--- config.mk ---
export PLATFORM = sky130hd
export DESIGN_NAME = dir_cmd_queue
export DESIGN_NICKNAME = d
export VERILOG_FILES = /design/src/rtl/dir_cmd_queue.sv
export SDC_FILE = /design/constraint.sdc
export NUM_CORES = 1
export LEC_CHECK = 0
export BUFFER_PORTS_ARGS = -buffer_cell sky130_fd_sc_hd__buf_2
export CAP_MARGIN = 0
export CORE_UTILIZATION = 49
export CTS_CLUSTER_DIAMETER = 30
export DETAILED_ROUTE_END_ITERATION = 6
export GPL_TIMING_DRIVEN = 0
export PLACE_DENSITY = 0.67
export SETUP_SLACK_MARGIN = 0.3
export SYNTH_ARGS = -nofsm -noshare
export SYNTH_HDL_FRONTEND = slang
export SYNTH_SLANG_ARGS = --single-unit
--- constraint.sdc ---
create_clock -name clock -period 5.2 [get_ports clock]
set_input_delay 0.52 -clock clock [delete_from_list [all_inputs] [get_ports clock]]
set_output_delay 0.52 -clock clock [all_outputs]
set_load 0.05 [all_outputs]
--- src/rtl/dir_cmd_queue.sv ---
// rtl/dir_cmd_queue.sv - direction command queue with edge detect, legality filter and heading tracking
module dir_cmd_queue #(
    parameter int          DEPTH     = 4,
    parameter int          PTR_W     = 2,
    parameter logic [1:0]  RESET_DIR = 2'b01
) (
    input  logic             clock,
    input  logic             reset_n,
    input  logic             btn_up,
    input  logic             btn_right,
    input  logic             btn_down,
    input  logic             btn_left,
    input  logic             cmd_pop,
    output logic             cmd_valid,
    output logic [1:0]       cmd_dir,
    output logic [1:0]       heading,
    output logic [PTR_W:0]   count,
    output logic             overflow
);

    localparam logic [PTR_W:0] FULL_COUNT = (PTR_W+1)'(DEPTH);

    logic [1:0]       mem [DEPTH];
    logic [PTR_W-1:0] head;
    logic [PTR_W-1:0] tail;
    logic [PTR_W:0]   cnt;
    logic [1:0]       heading_r;
    logic             overflow_r;

    // bit order {left, down, right, up}
    logic [3:0] btn_q;
    logic [3:0] btn_prev;
    logic [3:0] press;

    logic       cand_valid;
    logic [1:0] cand;
    logic [1:0] ref_dir;
    logic       legal;
    logic       full;
    logic       pop_fire;
    logic       push_fire;

    assign press = btn_q & ~btn_prev;

    always_comb begin
        cand_valid = 1'b1;
        cand       = 2'b00;
        if (press[0])      cand = 2'b00;
        else if (press[1]) cand = 2'b01;
        else if (press[2]) cand = 2'b10;
        else if (press[3]) cand = 2'b11;
        else               cand_valid = 1'b0;
    end

    // The entry popped this cycle still serves as reference for a same-cycle push.
    assign ref_dir   = (cnt != '0) ? mem[tail - PTR_W'(1)] : heading_r;
    assign legal     = cand_valid && (cand != ref_dir) && (cand != (ref_dir ^ 2'b10));
    assign full      = (cnt == FULL_COUNT);
    assign pop_fire  = cmd_pop && (cnt != '0);
    assign push_fire = legal && (!full || pop_fire);

    always_ff @(posedge clock) begin
        if (push_fire) begin
            mem[tail] <= cand;
        end
    end

    always_ff @(posedge clock) begin
        if (!reset_n) begin
            head       <= '0;
            tail       <= '0;
            cnt        <= '0;
            heading_r  <= RESET_DIR;
            overflow_r <= 1'b0;
            btn_q      <= 4'b1111;
            btn_prev   <= 4'b1111;
        end else begin
            btn_q      <= {btn_left, btn_down, btn_right, btn_up};
            btn_prev   <= btn_q;
            overflow_r <= legal && full && !pop_fire;
            if (push_fire) begin
                tail <= tail + PTR_W'(1);
            end
            if (pop_fire) begin
                head      <= head + PTR_W'(1);
                heading_r <= mem[head];
            end
            if (push_fire && !pop_fire) begin
                cnt <= cnt + (PTR_W+1)'(1);
            end else if (pop_fire && !push_fire) begin
                cnt <= cnt - (PTR_W+1)'(1);
            end
        end
    end

    assign cmd_valid = (cnt != '0);
    assign cmd_dir   = mem[head];
    assign heading   = heading_r;
    assign count     = cnt;
    assign overflow  = overflow_r;

endmodule
==> results.md <==
* Hold Crit Start: btn_down
* Worst EP required at approximately 5.5 ns
* Post-Synthesis Cell Area at 1230 µm²
* Final setup vio count at 0
* Clock power frac at 0.134
* Crit path DAT at 3.72 ns
* Non-Filler Instances at 149
* TritonCTS clock tree: done
* Hold Path Class: in2reg
* First-pass GRT wire length at 3040 µm
* Clock root buffer: clkbuf_4
* DR vias at 762
* Max Root-Sink Buffers at 2
* PD cells at 482 nW/µm²
* Setup TNS at 0 ns
* Max_slew headroom at 0.686
* MaxCap Viol Count at 0
* Comb pwr share at 0.430
* Post-synth top area share at 0.325
* Worst VDD drop at around 0.32 mV
* Clock sinks at 28
* Number of global-route vias before repair at 719
* CP peak stage delay at 0.50 ns
* Hold buffer count at CTS at 0
* Outcome: complete, no violations
* Count leader, synth: dfxtp_1
* Fin. Hold Viols at 0
* Placed cell area at 1340 µm²
* CP endpoint kind: register
* Die height at 52.2 µm
* Initial antenna violation count at 0
* Layout area overhead at 10.6%
* Crit share post-route at 0.668
* Critical path buffers and inverters at 2
* Routed WL at 1820 µm
* Unrepaired setup endpoints after global routing: no
* Hold Path Sink: btn_q[2]
* Layout cell share with drive strength beyond 1 at 0.231
* Min Tclk post-route at about 3.5 ns
* H-tree depth at 1
* Switch share at 0.396
* Reg-to-reg critical path startpoint: tail[0]
* Design area at 1370 µm²
* Async SR Flop Fraction at 0
* ANT cells at 0
* Average size of a mapped cell at 12.0 µm²
* Cell taking the most area after synthesis: dfxtp_1
* Gr usage total at 0.154
* Synthesized flop and latch total at 28
* Reg2Reg Depth at 12
* # Post-CTS Setup Buffers at 0
* Post-synth EDFFs at 8
* Reg-to-Reg End: count[2]
* Pin count of the biggest net entering global routing at 16
* Leakage power at approximately 0.00056 µW
* Placed insts at 145
* Top post-synthesis cells by area: dfxtp_1 32%, edfxtp_1 19%, ha_1 5.1%
* DP HPWL at 1380 µm
* Row Count at 17
* Syn_nets at 116
* Core area at 2300 µm²
* Drt pass-1 iters at 4
* Drt initial violations at 10
* Critical Path Fanout Max at 6
* DRC at 0
* Clock slew at reported path FFs at 0.14 ns
* DRT antenna net count at 0
* Commonest cells post-synth: 20 x dfxtp_1, 9 x and2_1, 8 x edfxtp_1, 8 x nand2b_1, 6 x nand2_1
* Crit path kind: reg2reg
* Slew @ Worst Pin at 0.464 ns
* R2R Setup Slk at between 1.5 and 2 ns
* CTS resizes at 0
* Total Nets Final at 135
* Grt ovf at 0
* Clk_lat worst skew at 0.31 ns
* Total net switching power at 260 µW
* Top Family by Delay on Critical Path: simple AND/OR/NAND/NOR gates
* Fin. max-slew vios at 0
* Gate Count Post-Synth at about 100
* Hold Path Stages at 2
* Sequential share of power at 0.436
* Initial core utilization at 0.537
* Crit-path cells: inv_1, ha_1, mux4_1, mux2_4, or4b_4, nand2_2, ha_1, inv_1, fa_1, xor2_1, or3_1, a21boi_0
* Layout Skew at 0.00616 ns
* Sequential share of the synthesized area at 0.519
* Synth unique cells at 36
* Fmax achieved at 288 MHz
* Critical-path top delay cell: dfxtp_1
* I/O Buffers at 14
* RD Place Congestion at 0.678
* CTS buffer count at 3
* Filler instances at 191
* Internal Power at 397 µW
* Die width at about 52 µm
* Die area at 2720 µm²
* # IOs at 16
* Routed len/inst at 12.2 µm
* Kind of start point of the critical path: register
* Synth Flop Type: dfxtp_1
* Via/cell ratio at just over 5
* Yosys warning total at 0
## worst register-to-register path, delay by kind of cell, from the launching register on
family / cells / cell delay, ns
adders and majority gates: 3 / 0.91
AOI/OAI and AO/OA: 1 / 0.16
and+or+nand+nor: 3 / 0.95
muxes: 2 / 0.57
buffers and inverters: 2 / 0.16
DFF: 1 / 0.50
xor gates and xnor gates: 1 / 0.16
## state kept, by name, summed over array words and instances (netlist names), named ones only
register	count
head	2
mem	8
btn_q	4
overflow	1
tail	2
btn_prev	4
count	3
heading	2
## power groups by stage
stage	logic, µW	clock network [µW]	registers [µW]
after floorplan	193	0	328
after global placement	279	0	290
after detailed placement	285	0	292
after CTS	286	89.6	287
after global routing	310	97.4	292
final	283	88.1	287
## metal layers
metal	track usage	vias up	part of all wire
li1	-	387	-
met1	0.190	360	0.50
met2	0.269	13	0.46
met3	0.0348	2	0.035
met4	0.0395	0	0.0094
met5	0	-	0
## placed cells by master, fill, tap and decap left out, types with 2 or more instances in the layout
| cell | Yosys | layout |
|---|---|---|
| dfxtp_1 | 20 | 20 |
| buf_2 | 0 | 14 |
| and2_1 | 9 | 9 |
| nand2b_1 | 8 | 8 |
| edfxtp_1 | 8 | 8 |
| nand2_1 | 6 | 6 |
| ha_1 | 5 | 5 |
| inv_1 | 4 | 4 |
| or2b_2 | 4 | 4 |
| xnor2_1 | 4 | 4 |
| nand3_1 | 4 | 4 |
| clkbuf_4 | 0 | 3 |
| or3_1 | 2 | 2 |
| mux4_2 | 2 | 2 |
| clkbuf_1 | 2 | 2 |
| mux2i_1 | 2 | 2 |
| a21boi_0 | 2 | 2 |
## per-stage QoR
step	total power (µW)	util	hold WS [ns]	setup WS [ns]
after floorplan	521	-	0.402	1.90
after global placement	569	0.583	0.413	1.84
after detailed placement	577	0.583	0.423	1.77
after CTS	663	0.594	0.371	1.72
after global routing	699	0.594	0.367	1.54
final	658	0.594	0.376	1.73
## cell families after synthesis
group,after synthesis,share of synthesized area
multiplexers,6,0.0862
adder cells (fa/ha/maj),6,0.0669
flip-flops,28,0.519
XOR/XNOR,5,0.0355
buffers and inverters,7,0.0274
AO/OA/AOI/OAI,9,0.0517
AND/OR/NAND/NOR,42,0.213
## final cells by class
| cell class | count | area [µm²] | area share |
|---|---|---|---|
| Buffer | 3 | 18.8 | 0.0137 |
| Clock buffer | 3 | 22.5 | 0.0165 |
| Clock inverter | 1 | 3.75 | 0.00275 |
| Inverter | 4 | 15.0 | 0.0110 |
| Multi-Input combinational cell | 68 | 559 | 0.410 |
| Sequential cell | 28 | 641 | 0.469 |
| Tap cell | 28 | 35.0 | 0.0257 |
| Timing Repair Buffer | 14 | 70.1 | 0.0513 |
## worst max-delay path by stage
stage                  start  endpoint  slack (ns)  depth (start not counted)
global route         tail[0]  count[2]        1.54                         12
CTS                  tail[0]  count[2]        1.72                         12
global placement     tail[0]  count[2]        1.84                         12
finish               tail[0]  count[2]        1.73                         12
floorplan           count[0]  count[2]        1.90                         11
detailed placement   tail[0]  count[2]        1.77                         12
Power figures use the tool's default switching activity.
